===== src/rtl/battle_ctrl_fsm_if.sv =====
// Handshake and status bundle between the battle controller and its
// READY/judge/input/display neighbours.
interface battle_ctrl_fsm_if #(
  parameter int unsigned HP_W    = 2,
  parameter int unsigned ROUND_W = 4
) ();

  logic               OK_IN;
  logic               QUE;
  logic               QUE_IN;
  logic               WRONG_IN;
  logic               JUDG_VLD;
  logic [1:0]         JUDG_IN;

  logic [3:0]         STATE;
  logic [HP_W-1:0]    HP1;
  logic [HP_W-1:0]    HP2;
  logic [ROUND_W-1:0] ROUND;
  logic [7:0]         SEC_LEFT;
  logic               TICK_1HZ;
  logic               GAME_END;

  // Surrounding modules drive the requests and observe the status
  modport master (
    output OK_IN, QUE, QUE_IN, WRONG_IN, JUDG_VLD, JUDG_IN,
    input  STATE, HP1, HP2, ROUND, SEC_LEFT, TICK_1HZ, GAME_END
  );

  modport slave (
    input  OK_IN, QUE, QUE_IN, WRONG_IN, JUDG_VLD, JUDG_IN,
    output STATE, HP1, HP2, ROUND, SEC_LEFT, TICK_1HZ, GAME_END
  );

endinterface


===== src/rtl/battle_ctrl_fsm.sv =====
// Game-flow controller for the two-player factorization battle: state sequencing,
// answer time limit, timed result screens and HP/round bookkeeping.
module battle_ctrl_fsm #(
  parameter int unsigned CLK_HZ     = 50_000_000,
  parameter int unsigned RESULT_SEC = 1,
  parameter int unsigned WRONG_SEC  = 1,
  parameter int unsigned ANSWER_SEC = 30,
  parameter int unsigned HP_MAX     = 3,
  parameter int unsigned HP_W       = 2,
  parameter int unsigned ROUND_W    = 4
) (
  input  logic             CLK,
  input  logic             RST,
  battle_ctrl_fsm_if.slave bus
);

  localparam logic [3:0] S_READY    = 4'b0010;
  localparam logic [3:0] S_QUESTION = 4'b0011;
  localparam logic [3:0] S_INPUT    = 4'b0100;
  localparam logic [3:0] S_DRAW     = 4'b0110;
  localparam logic [3:0] S_WRONG    = 4'b0111;
  localparam logic [3:0] S_GOOD     = 4'b1000;
  localparam logic [3:0] S_OUCH     = 4'b1001;
  localparam logic [3:0] S_WIN      = 4'b1010;
  localparam logic [3:0] S_LOSE     = 4'b1011;
  localparam logic [3:0] S_TIMEOUT  = 4'b1100;

  localparam int unsigned PRESC_W  = (CLK_HZ > 1) ? $clog2(CLK_HZ) : 1;
  localparam int unsigned HOLD_MAX = (RESULT_SEC > WRONG_SEC) ? RESULT_SEC : WRONG_SEC;
  localparam int unsigned HOLD_W   = (HOLD_MAX > 1) ? $clog2(HOLD_MAX) : 1;

  localparam logic [PRESC_W-1:0] PRESC_TC   = PRESC_W'(CLK_HZ - 1);
  localparam logic [HOLD_W-1:0]  RES_LAST   = HOLD_W'(RESULT_SEC - 1);
  localparam logic [HOLD_W-1:0]  WRONG_LAST = HOLD_W'(WRONG_SEC - 1);
  localparam logic [7:0]         SEC_INIT   = 8'(ANSWER_SEC);
  localparam logic [HP_W-1:0]    HP_FULL    = HP_W'(HP_MAX);

  logic [3:0]         state,      state_n;
  logic [HP_W-1:0]    hp1,        hp1_n;
  logic [HP_W-1:0]    hp2,        hp2_n;
  logic [ROUND_W-1:0] round_cnt,  round_n;
  logic [7:0]         sec_left,   sec_left_n;
  logic [PRESC_W-1:0] presc,      presc_n;
  logic [HOLD_W-1:0]  hold_sec,   hold_sec_n;
  logic               view,       view_n;
  logic               que_in_q;
  logic               tick_q,     tick_n;
  logic               game_end_q, game_end_n;

  logic               tick_c;
  logic               que_rise_c;
  logic               answering_c;
  logic               timeout_c;
  logic               hold_done_c;
  logic               entering_c;
  logic [HOLD_W-1:0]  hold_last_c;

  function automatic logic is_answer(input logic [3:0] s);
    return (s == S_QUESTION) || (s == S_INPUT);
  endfunction

  function automatic logic is_hold(input logic [3:0] s);
    return (s == S_WRONG) || (s == S_GOOD) || (s == S_OUCH) || (s == S_DRAW) ||
           (s == S_WIN)   || (s == S_LOSE) || (s == S_TIMEOUT);
  endfunction

  function automatic logic is_timed(input logic [3:0] s);
    return is_answer(s) || is_hold(s);
  endfunction

  // Next-state, bookkeeping and timer logic
  always_comb begin
    state_n     = state;
    hp1_n       = hp1;
    hp2_n       = hp2;
    round_n     = round_cnt;
    sec_left_n  = sec_left;
    presc_n     = '0;
    hold_sec_n  = '0;
    view_n      = 1'b0;
    tick_n      = 1'b0;
    game_end_n  = 1'b0;

    tick_c      = (presc == PRESC_TC);
    que_rise_c  = bus.QUE_IN & ~que_in_q;
    answering_c = is_answer(state);
    timeout_c   = answering_c && tick_c && (sec_left == 8'd1);
    hold_last_c = (state == S_WRONG) ? WRONG_LAST : RES_LAST;
    hold_done_c = tick_c && (hold_sec == hold_last_c);

    case (state)
      S_READY: begin
        if (bus.OK_IN && bus.QUE) begin
          state_n    = S_QUESTION;
          sec_left_n = SEC_INIT;
        end
      end
      S_QUESTION: begin
        if (timeout_c)              state_n = S_TIMEOUT;
        else if (view && bus.QUE)   state_n = S_INPUT;
      end
      S_INPUT: begin
        if (bus.WRONG_IN)                               state_n = S_WRONG;
        else if (bus.JUDG_VLD && bus.JUDG_IN == 2'b01)  state_n = S_GOOD;
        else if (bus.JUDG_VLD && bus.JUDG_IN == 2'b10)  state_n = S_OUCH;
        else if (bus.JUDG_VLD && bus.JUDG_IN == 2'b11)  state_n = S_DRAW;
        else if (timeout_c)                             state_n = S_TIMEOUT;
        else if (!view && bus.QUE)                      state_n = S_QUESTION;
      end
      S_WRONG: begin
        if (hold_done_c) state_n = S_INPUT;
      end
      S_GOOD: begin
        if (hold_done_c) state_n = (hp2 == '0) ? S_WIN : S_READY;
      end
      S_OUCH: begin
        if (hold_done_c) state_n = (hp1 == '0) ? S_LOSE : S_READY;
      end
      S_DRAW, S_TIMEOUT: begin
        if (hold_done_c) state_n = S_READY;
      end
      S_WIN, S_LOSE: begin
        if (hold_done_c) begin
          state_n    = S_READY;
          hp1_n      = HP_FULL;
          hp2_n      = HP_FULL;
          round_n    = '0;
          game_end_n = 1'b1;
        end
      end
      default: state_n = S_READY;
    endcase

    entering_c = (state_n != state);

    // Result bookkeeping happens once, on the edge that enters the result screen
    if (entering_c && state_n == S_GOOD)
      hp2_n = (hp2 == '0) ? hp2 : hp2 - HP_W'(1);
    if (entering_c && state_n == S_OUCH)
      hp1_n = (hp1 == '0) ? hp1 : hp1 - HP_W'(1);
    if (entering_c && (state_n == S_GOOD || state_n == S_OUCH ||
                       state_n == S_DRAW || state_n == S_TIMEOUT))
      round_n = (round_cnt == '1) ? round_cnt : round_cnt + ROUND_W'(1);

    // Leaving for WRONG or a verdict freezes the remaining seconds
    if (answering_c && tick_c && (is_answer(state_n) || state_n == S_TIMEOUT))
      sec_left_n = sec_left - 8'd1;

    // Hold entry restarts the prescaler so a hold lasts exactly N seconds
    if (!(entering_c && is_hold(state_n)) && is_timed(state) && is_timed(state_n)) begin
      presc_n = tick_c ? '0 : presc + PRESC_W'(1);
      if (is_hold(state_n))
        hold_sec_n = tick_c ? hold_sec + HOLD_W'(1) : hold_sec;
    end
    tick_n = is_timed(state_n) && (presc_n == PRESC_TC);

    if (answering_c && is_answer(state_n))
      view_n = view ^ que_rise_c;
    else if (state == S_WRONG && state_n == S_INPUT)
      view_n = 1'b1;
  end

  always_ff @(posedge CLK or negedge RST) begin
    if (!RST) begin
      state      <= S_READY;
      hp1        <= HP_FULL;
      hp2        <= HP_FULL;
      round_cnt  <= '0;
      sec_left   <= SEC_INIT;
      presc      <= '0;
      hold_sec   <= '0;
      view       <= 1'b0;
      que_in_q   <= 1'b0;
      tick_q     <= 1'b0;
      game_end_q <= 1'b0;
    end else begin
      state      <= state_n;
      hp1        <= hp1_n;
      hp2        <= hp2_n;
      round_cnt  <= round_n;
      sec_left   <= sec_left_n;
      presc      <= presc_n;
      hold_sec   <= hold_sec_n;
      view       <= view_n;
      que_in_q   <= bus.QUE_IN;
      tick_q     <= tick_n;
      game_end_q <= game_end_n;
    end
  end

  assign bus.STATE    = state;
  assign bus.HP1      = hp1;
  assign bus.HP2      = hp2;
  assign bus.ROUND    = round_cnt;
  assign bus.SEC_LEFT = sec_left;
  assign bus.TICK_1HZ = tick_q;
  assign bus.GAME_END = game_end_q;

endmodule


===== src/flat_wrapper.sv =====
// flat-port wrapper written by rule: the top's interface ports become plain ports
module battle_ctrl_fsm_flat 
#(
  parameter int unsigned CLK_HZ     = 50_000_000,
  parameter int unsigned RESULT_SEC = 1,
  parameter int unsigned WRONG_SEC  = 1,
  parameter int unsigned ANSWER_SEC = 30,
  parameter int unsigned HP_MAX     = 3,
  parameter int unsigned HP_W       = 2,
  parameter int unsigned ROUND_W    = 4
)
  (CLK, RST, bus_OK_IN, bus_QUE, bus_QUE_IN, bus_WRONG_IN, bus_JUDG_VLD, bus_JUDG_IN, bus_STATE, bus_HP1, bus_HP2, bus_ROUND, bus_SEC_LEFT, bus_TICK_1HZ, bus_GAME_END);
  battle_ctrl_fsm_if #(.HP_W(HP_W), .ROUND_W(ROUND_W)) bus_i ();
  input  logic CLK;
  input  logic RST;
  input wire logic [$bits(bus_i.OK_IN)-1:0] bus_OK_IN;
  input wire logic [$bits(bus_i.QUE)-1:0] bus_QUE;
  input wire logic [$bits(bus_i.QUE_IN)-1:0] bus_QUE_IN;
  input wire logic [$bits(bus_i.WRONG_IN)-1:0] bus_WRONG_IN;
  input wire logic [$bits(bus_i.JUDG_VLD)-1:0] bus_JUDG_VLD;
  input wire logic [$bits(bus_i.JUDG_IN)-1:0] bus_JUDG_IN;
  output wire logic [$bits(bus_i.STATE)-1:0] bus_STATE;
  output wire logic [$bits(bus_i.HP1)-1:0] bus_HP1;
  output wire logic [$bits(bus_i.HP2)-1:0] bus_HP2;
  output wire logic [$bits(bus_i.ROUND)-1:0] bus_ROUND;
  output wire logic [$bits(bus_i.SEC_LEFT)-1:0] bus_SEC_LEFT;
  output wire logic [$bits(bus_i.TICK_1HZ)-1:0] bus_TICK_1HZ;
  output wire logic [$bits(bus_i.GAME_END)-1:0] bus_GAME_END;
  assign bus_i.OK_IN = bus_OK_IN;
  assign bus_i.QUE = bus_QUE;
  assign bus_i.QUE_IN = bus_QUE_IN;
  assign bus_i.WRONG_IN = bus_WRONG_IN;
  assign bus_i.JUDG_VLD = bus_JUDG_VLD;
  assign bus_i.JUDG_IN = bus_JUDG_IN;
  assign bus_STATE = bus_i.STATE;
  assign bus_HP1 = bus_i.HP1;
  assign bus_HP2 = bus_i.HP2;
  assign bus_ROUND = bus_i.ROUND;
  assign bus_SEC_LEFT = bus_i.SEC_LEFT;
  assign bus_TICK_1HZ = bus_i.TICK_1HZ;
  assign bus_GAME_END = bus_i.GAME_END;
  battle_ctrl_fsm #(.CLK_HZ(CLK_HZ), .RESULT_SEC(RESULT_SEC), .WRONG_SEC(WRONG_SEC), .ANSWER_SEC(ANSWER_SEC), .HP_MAX(HP_MAX), .HP_W(HP_W), .ROUND_W(ROUND_W)) u_core (.CLK(CLK), .RST(RST), .bus(bus_i));
endmodule

===== config.mk =====
export PLATFORM = sky130hd
export DESIGN_NAME = battle_ctrl_fsm_flat
export DESIGN_NICKNAME = d
export VERILOG_FILES = /design/src/rtl/battle_ctrl_fsm_if.sv /design/src/rtl/battle_ctrl_fsm.sv /design/src/flat_wrapper.sv
export SDC_FILE = /design/constraint.sdc
export NUM_CORES = 1
export LEC_CHECK = 0
export CORE_ASPECT_RATIO = 1.1
export CORE_UTILIZATION = 55
export CTS_CLUSTER_SIZE = 10
export DETAILED_ROUTE_END_ITERATION = 6
export DONT_BUFFER_PORTS = 1
export PLACE_DENSITY = 0.7
export SLEW_MARGIN = 20
export SYNTH_ARGS = -nofsm -noshare
export SYNTH_HDL_FRONTEND = slang
export SYNTH_SLANG_ARGS = --single-unit

===== constraint.sdc =====
create_clock -name CLK -period 7.5 [get_ports CLK]
set_input_delay 1.5 -clock CLK [delete_from_list [all_inputs] [get_ports CLK]]
set_output_delay 1.5 -clock CLK [all_outputs]
set_load 0.01 [all_outputs]

==> metrics.txt, run 1 <==
run status finished clean; DP Wirelength 5900 um; DRC viols 0; Yosys warning count 0; DRT iter0 DRCs 173; top_reg_cell synth dfrtp_1; layout cells sized above 1 10.3%; synthesized area 3490 um^2; Global Route Usage Sum between 20% and 30%; Max rail drop VDD roughly 0.000091 V; # placed instances 451; CTS tree done; most common cell after layout, fill and taps aside dfrtp_1; Die Span Y 85.5 um; FF+latch count, synth 51; max-slew violations 0; Post-synth ARST share 100%; Routed wire per std cell between 15 and 20 um; CTS root buffer clkbuf_8; sequential area share after synthesis approximately 37%; r2r worst-path depth 9; Worst Setup Path Type reg -> reg; Cells after Synth between 300 and 400; syn_area_per_cell 8.90 um^2; clk_lat worst skew 300 ps; first-pass GRT wire length 14000 um; port bufs 0; Nets a little under 400; H-tree depth 2; r2r endpoint u_core.bus.TICK_1HZ$_DFF_PN0_; row count 30; number of global-route vias before repair 2864; worst hold path class reg -> reg; Max Fclk 0.242 GHz; GPL Wtd Cong 0.905; # diodes 0; CP Data Arrival Time 4330 ps; Initial DRT Pass Iterations 4; CTS sink cnt 51; Reg clk slew, reported paths about 90 ps; hold-fix buffers at CTS 0; WL final approximately 8000 um; Layout fillers 563; TNS Setup 0 ps; Post-synth EDFFs 0; CP endpoint kind flip-flop; GRT overflow 0; RSZ-0062 raised after global routing false; crit path time final 4130 ps; leakage 1.52 nW; CTS Buffer Depth 2; Slew HR between 40% and 50%; Num CTS Buffers 5; I/O pin count 31; CP required 7700 ps; Reg-to-Reg Start u_core.bus.STATE[2]$_DFF_PN0_; synth unique cells 60; Initial Utilization 56.7%; most frequent cells in the layout 42 x dfrtp_1, 29 x nand2_1, 27 x nor2_1, 24 x nor3_1, 20 x nand3_1; # setup viols final 0; post-CTS sizing 0; Max Cap Violations 0; CP max FO 27; postcts setup bufs 0; PwrDens ~140 nW/um^2; largest net degree at the start of global routing 52; Final Core Density 59.2%; Area growth syn-to-layout 4.52%; Die ar. around 6700 um^2; flop2flop setup slack approximately 3400 ps; Final period util 55.1%; Setup crit start u_core.bus.STATE[2]$_DFF_PN0_; initial antenna violation count 0; Syn Nets 407; crit path capture u_core.bus.TICK_1HZ$_DFF_PN0_; antenna-violating nets left 0; via count 3012; die width 77.9 um; Hold Fails Final Rpt 0; final setup skew 5.66 ps; CORE AREA 6160 um^2; vias per cell 6.56; Worst-Margin Slew 814 ps; non-filler cells, final 459; Setup crit start kind flip-flop
## worst min-delay path by stage
stage | from | endpoint | slack [ps] | cells after the start
after floorplan | u_core.presc[0]$_DFF_PN0_ | u_core.presc[0]$_DFF_PN0_ | 500 | 1
after global placement | u_core.bus.HP1[0]$_DFFE_PN1P_ | u_core.bus.HP1[0]$_DFFE_PN1P_ | 540 | 2
after detailed placement | u_core.bus.HP1[0]$_DFFE_PN1P_ | u_core.bus.HP1[0]$_DFFE_PN1P_ | 550 | 2
after CTS | u_core.bus.HP1[0]$_DFFE_PN1P_ | u_core.bus.HP1[0]$_DFFE_PN1P_ | 570 | 2
after global routing | u_core.bus.SEC_LEFT[5]$_DFFE_PN0P_ | u_core.bus.SEC_LEFT[5]$_DFFE_PN0P_ | 590 | 1
final | u_core.bus.HP1[0]$_DFFE_PN1P_ | u_core.bus.HP1[0]$_DFFE_PN1P_ | 560 | 2
## area by class of cell
type | count | area [um^2] | area share, %
flip-flops and latches | 51 | 1290 | 35.3
multi-input cells | 306 | 2070 | 56.8
repair buffers | 1 | 7.51 | 0.206
well taps | 80 | 100 | 2.74
clock inverters | 2 | 60.1 | 1.65
clock buffers | 6 | 72.6 | 1.99
inverters | 13 | 48.8 | 1.34
## critical path: stages, from the launching register on
cell and delay (ps):
dfrtp_1 730, nor4b_1 740, o2111ai_1 330, nor3_1 570, o221ai_1 270, a32o_1 390
o41ai_2 320, a221oi_4 100, buf_4 250, nor4_1 330
## cell usage after synthesis (all sizes together) (10+ instances only)
| cell | count | area share, % |
|---|---|---|
| and3 | 10 | 1.8 |
| clkbuf | 13 | 1.4 |
| dfrtp | 42 | 30 |
| inv | 13 | 1.4 |
| nand2 | 29 | 3.1 |
| nand3 | 20 | 2.9 |
| nand4 | 16 | 2.9 |
| nor2 | 28 | 3.0 |
| nor3 | 25 | 3.7 |
| nor4 | 20 | 5.0 |
| o21ai | 11 | 1.6 |
| xnor2 | 14 | 3.5 |
| xor2 | 16 | 4.0 |
## metal layers
layer,up-vias,global-route usage [%],share of wire (%),routed length [um]
met3,16,4.04,4.1,337
met2,91,44.6,49,4050
met4,0,8.75,2.1,174
met1,1475,34.8,45,3680
met5,-,0,0,0
li1,1430,-,-,-
## power by group
group / switching [mW] / internal (mW) / total (mW)
clock: 0.0884 / 0.133 / 0.222
combinational: 0.00265 / 0.00223 / 0.00488
sequential: 0.00181 / 0.277 / 0.279
total: 0.0929 / 0.412 / 0.505
## cell families (layout without fill, tap and decap cells)
kind of cell	count (synthesis)	in the layout	synth area share, %
AND/OR/NAND/NOR	195	195	32.8
adder cells (fa/ha/maj)	6	6	2.15
AO/OA/AOI/OAI	66	66	13.8
buffers and inverters	35	22	4.23
multiplexers	9	9	2.58
XOR/XNOR	30	30	7.53
flip-flops	51	51	36.9
## stage by stage
step | hold slack, ps | instance area, um^2 | setup WS [ps] | power (mW)
detailed placement | 552 | 3510 | 3150 | 0.289
CTS | 566 | 3640 | 3130 | 0.511
floorplan | 503 | 3490 | 3950 | 0.288
global route | 592 | 3650 | 2910 | 0.523
finish | 565 | 3650 | 3370 | 0.505
global placement | 539 | 3510 | 3110 | 0.289
## registers in the layout, summed over array words and instances (netlist names)
| register | cells |
|---|---|
| u_core.presc | 26 |
| u_core.bus.SEC_LEFT | 8 |
| u_core.bus.ROUND | 4 |
| u_core.bus.STATE | 4 |
| u_core.bus.HP1 | 2 |
| u_core.bus.HP2 | 2 |
| u_core.bus.GAME_END | 1 |
| u_core.bus.TICK_1HZ | 1 |
| u_core.hold_sec | 1 |
| u_core.que_in_q | 1 |
| u_core.view | 1 |
No activity file was read; power rests on OpenSTA's default activity.
==> run 2: changes to the inputs <==
==> constraint.sdc (replaced) <==
create_clock -name CLK -period 3.9 [get_ports CLK]
set_input_delay 0.78 -clock CLK [delete_from_list [all_inputs] [get_ports CLK]]
set_output_delay 0.78 -clock CLK [all_outputs]
set_load 0.01 [all_outputs]
==> metrics.txt, run 2 (synthesis gave the netlist of run 1 again) <==
run status finished clean; worst hold path class in -> async; CP required slightly above 4000 ps; DRC viols 0; first-pass GRT wire length 14300 um; Die ar. 6670 um^2; PwrDens 250 nW/um^2; Nets 407; CP peak stage delay 560 ps; Max Cap Violations 0; Worst-Margin Slew 680 ps; I/O pin count 31; post-CTS sizing 0; most frequent cells in the layout 42 x dfrtp_1, 29 x nand2_1, 28 x nor2_1, 24 x nor3_1, 20 x nand3_1; Reg-to-Reg Start u_core.presc[16]$_DFF_PN0_; CTS sink cnt 51; crit path capture u_core.presc[3]$_DFF_PN0_; Hold Fails Final Rpt 0; antenna-violating nets left 0; Global Route Usage Sum 27.1%; largest net degree at the start of global routing 52; Max rail drop VDD ~0.00014 V; RSZ-0062 raised after global routing false; slowest CP cell or4b_1; row count 30; postcts setup bufs 0; final setup skew between 9 and 10 ps; initial antenna violation count 0; Setup crit start kind flip-flop; Setup crit start u_core.presc[16]$_DFF_PN0_; Slew HR 54.5%; Routed wire per std cell 17.9 um; TNS Setup 0 ps; die width 77.9 um; H-tree depth 2; number of global-route vias before repair 2953; crit path time final 3640 ps; GPL Wtd Cong 0.954; CP endpoint kind flip-flop; Layout fillers 577; DRT iter0 DRCs 204; r2r worst-path depth 9; leakage around 1.6 nW; number of flip-flops under the largest register name 26; Final period util between 90% and 100%; DP Wirelength roughly 6200 um; Area growth syn-to-layout 6.96%; Initial Utilization a little under three fifths; hold-fix buffers at CTS 0; WL final 8470 um; Max Fclk ~0.27 GHz; r2r endpoint u_core.presc[3]$_DFF_PN0_; clk_lat worst skew 310 ps; CP Data Arrival Time 3840 ps; vias per cell 6.46; GRT overflow 0; max-slew violations 0; Worst Hold Slack 152 ps; cells along the critical path or4b_1 > or4_1 > nor3_2 > o22ai_1 > o31a_1 > o41ai_2 > a221oi_4 > buf_4 > nor4_1; CORE AREA 6160 um^2; Reg clk slew, reported paths approximately 90 ps; CP max FO 27; Initial DRT Pass Iterations 4; via count 3056; Worst Setup Path Type reg -> reg; Die Span Y 85.5 um; CTS tree done; # setup viols final 0; CTS Buffer Depth 2; Biggest register u_core.presc; layout cells sized above 1 13.2%; CTS root buffer clkbuf_8; port bufs 0; most common cell after layout, fill and taps aside dfrtp_1; Num CTS Buffers 5; # diodes 0; flop2flop setup slack 260 ps
## run 2: cell count changes in the layout (fill, tap and decap cells not counted)
cell / delta
nand2b_2: -1
clkbuf_1: -1
nor2_1: +1
clkbuf_8: +1
buf_4: +14
nor2_2: -1
nand2b_1: +1
clkinv_2: +1
bufinv_16: -1
## run 2: worst min-delay path by stage
stage / startpoint / end / slack [ps] / cells after the start
final: RST / u_core.bus.GAME_END$_DFF_PN0_ / 150 / 0
after global routing: RST / u_core.bus.SEC_LEFT[6]$_DFFE_PN0P_ / 140 / 0
after CTS: RST / u_core.bus.SEC_LEFT[5]$_DFFE_PN0P_ / 140 / 0
after detailed placement: RST / u_core.bus.STATE[0]$_DFF_PN0_ / 490 / 0
after global placement: RST / u_core.bus.STATE[0]$_DFF_PN0_ / 490 / 0
after floorplan: RST / u_core.bus.GAME_END$_DFF_PN0_ / 480 / 0
## run 2: worst max-delay path: cells and delay by family (launching register included)
kind	cells	cell delay, ps
flip-flops	1	470
AO/OA/AOI/OAI	4	1160
AND/OR/NAND/NOR	4	1640
buffers and inverters	1	250
## run 2: area by class of cell
class | instances | area, um^2 | area share (%)
multi-input combinational | 306 | 2070 | 55.3
sequential | 51 | 1290 | 34.5
timing repair buffer | 15 | 113 | 3.02
tap | 80 | 100 | 2.68
clock buffer | 6 | 82.6 | 2.21
inverter | 13 | 48.8 | 1.31
clock inverter | 2 | 35.0 | 0.939
## run 2: report_power, final
group | internal, mW | leakage [nW] | switching [mW]
combinational | 0.00429 | 0.896 | 0.00523
clock | 0.208 | 0.0612 | 0.181
sequential | 0.532 | 0.632 | 0.00368
total | 0.744 | 1.59 | 0.190
## run 2: per-layer routing
metal | wire [um] | vias to the layer above | GRT usage (%)
li1 | - | 1459 | -
met1 | 3750 | 1499 | 34.9
met2 | 4200 | 79 | 46.5
met3 | 298 | 19 | 3.40
met4 | 219 | 0 | 10.4
met5 | 0 | - | 0
## run 2: stage by stage
step	worst slack (ps)	std cells	power, mW	cell area (um^2)	utilization (%)
6_report	257	473	0.934	3730	60.6
4_1_cts	303	473	0.943	3730	60.6
2_1_floorplan	590	392	0.553	3490	-
5_1_grt	91.8	473	0.964	3730	60.6
3_5_place_dp	330	465	0.556	3610	58.7
3_3_place_gp	465	465	0.555	3610	58.7
==> run 3: changes to the inputs <==
--- a/config.mk
+++ b/config.mk
@@ -7,9 +7,10 @@
 export LEC_CHECK = 0
 export CORE_ASPECT_RATIO = 1.1
 export CORE_UTILIZATION = 55
-export CTS_CLUSTER_SIZE = 10
+export CTS_CLUSTER_SIZE = 24
 export DETAILED_ROUTE_END_ITERATION = 6
 export DONT_BUFFER_PORTS = 1
+export MAX_ROUTING_LAYER = met4
 export PLACE_DENSITY = 0.7
 export SLEW_MARGIN = 20
 export SYNTH_ARGS = -nofsm -noshare
==> metrics.txt, run 3 (synthesis gave the netlist of run 1 again) <==
die width 77.9 um; combinational share of power 1.0%; I/O pin count 31; Flop pwr share 57.5%; Final Core Density 60.5%; number of global-route vias before repair 2857; Max Cap Violations 0; RSZ-0062 raised after global routing false; CTS sink cnt 51; CP required 4090 ps; WL final 8270 um; Area growth syn-to-layout 6.74%; Initial DRT Pass Iterations 5; CTS Buffer Depth 2; clock share of power 41.5%; Slew HR 53.3%; Initial Utilization 56.7%; CP endpoint kind flip-flop; CTS root buffer clkbuf_8; wire length on met3 360 um; TNS Setup 0 ps; CORE AREA 6160 um^2; GRT overflow 0; Biggest register u_core.presc; r2r endpoint u_core.presc[13]$_DFF_PN0_; max-slew violations 0; antenna-violating nets left 0; clk_lat worst skew 320 ps; Die ar. 6670 um^2; port bufs 0; Die Span Y about 86 um; cells along the critical path nor4bb_1 > buf_4 > o2111ai_1 > nor3_2 > o22ai_1 > o31a_1 > o41ai_2 > a221oi_4 > buf_4 > nor4_1; Worst-Margin Slew 695 ps; first-pass GRT wire length 13900 um; Setup crit start kind flip-flop; worst hold path class in -> async; setup slack after layout 122 ps; GPL Wtd Cong about 0.96; crit path capture u_core.presc[13]$_DFF_PN0_; final setup skew between 15 and 20 ps; DRT iter0 DRCs 191; Setup crit start u_core.bus.STATE[1]$_DFF_PN1_; layout cells sized above 1 13.0%; flop2flop setup slack between 100 and 150 ps; Layout fillers between 500 and 600; slowest CP cell dfstp_2; most frequent cells in the layout 42 x dfrtp_1, 29 x nand2_1, 28 x nor2_1, 24 x nor3_1, 20 x nand3_1; DP Wirelength 6080 um; # setup viols final 0; leakage 1.58 nW; hold-fix buffers at CTS 0; largest net degree at the start of global routing 52; row count 30; vias per cell between 6 and 7; Worst Setup Path Type reg -> reg; CP max FO 27; # diodes 0; Global Route Usage Sum 27.2%; worst slack at placement 252 ps; post-CTS sizing 0; Multi-input gate area 2070 um^2; metal1 wirelength between 3000 and 4000 um; via count 3057; Max rail drop VDD 0.000200 V; initial antenna violation count 0; Max Fclk 0.265 GHz; CP Data Arrival Time 3970 ps; PwrDens 250 nW/um^2; number of flip-flops under the largest register name 26; Sw Share approximately a fifth; CP peak stage delay 680 ps; Nets just over 400; CTS tree done; Most common cell on crit path buf_4; area occupied by registers 1290 um^2; Num CTS Buffers 5; H-tree depth 2; most common cell after layout, fill and taps aside dfrtp_1; r2r worst-path depth 10; Net Sw Power 0.187 mW; Final period util between 90 and 100%; run status finished clean; postcts setup bufs 0; Hold Fails Final Rpt 0; DRC viols 0; Reg-to-Reg Start u_core.bus.STATE[1]$_DFF_PN1_; met2 wire length about 4100 um; Top Layer Used met4; Routed wire per std cell 17.5 um; crit path time final 3780 ps; total internal power 0.744 mW; Reg clk slew, reported paths 110 ps
[run 3: critical path, delay by kind of cell, from the launching register on]
kind / cells / cell delay [ps]
and+or+nand+nor: 3 / 1110
buffers and inverters: 2 / 470
AOI/OAI and AO/OA: 5 / 1390
DFF: 1 / 680
[run 3: worst min-delay path by stage]
| stage | from | end | slack, ps | cells after the start |
|---|---|---|---|---|
| after global placement | RST | u_core.bus.STATE[2]$_DFF_PN0_ | 490 | 0 |
| after CTS | RST | u_core.bus.SEC_LEFT[5]$_DFFE_PN0P_ | 140 | 0 |
| after global routing | RST | u_core.bus.SEC_LEFT[5]$_DFFE_PN0P_ | 130 | 0 |
| after floorplan | RST | u_core.bus.GAME_END$_DFF_PN0_ | 480 | 0 |
| after detailed placement | RST | u_core.bus.GAME_END$_DFF_PN0_ | 490 | 0 |
| final | RST | u_core.presc[2]$_DFF_PN0_ | 150 | 0 |
[run 3: cell type report]
type                            instances  share of cell area, %
Timing Repair Buffer                   14                   2.82
Clock buffer                            6                   2.22
Tap cell                               80                   2.69
Clock inverter                          2                  0.941
Inverter                               13                   1.31
Sequential cell                        51                   34.6
Multi-Input combinational cell        306                   55.5
[run 3: per-stage QoR]
stage | power (mW) | hold slack [ps] | instance area, um^2 | std cells
2_1_floorplan | 0.553 | 484 | 3490 | 392
3_3_place_gp | 0.555 | 486 | 3610 | 464
3_5_place_dp | 0.555 | 486 | 3610 | 464
4_1_cts | 0.941 | 138 | 3720 | 472
5_1_grt | 0.960 | 134 | 3720 | 472
6_report | 0.932 | 146 | 3720 | 472
[run 3: power by group through the flow]
stage               sequential, mW  combinational [mW]  clock, mW
floorplan                    0.545             0.00774          0
global placement             0.546             0.00923          0
detailed placement           0.546             0.00940          0
CTS                          0.536             0.00947      0.396
global route                 0.536              0.0106      0.413
finish                       0.536             0.00936      0.386
[run 3: per-layer routing]
layer,vias up,track usage (%)
met5,-,-
met3,19,3.19
li1,1456,-
met2,99,44.2
met1,1483,34.7
met4,0,11.4
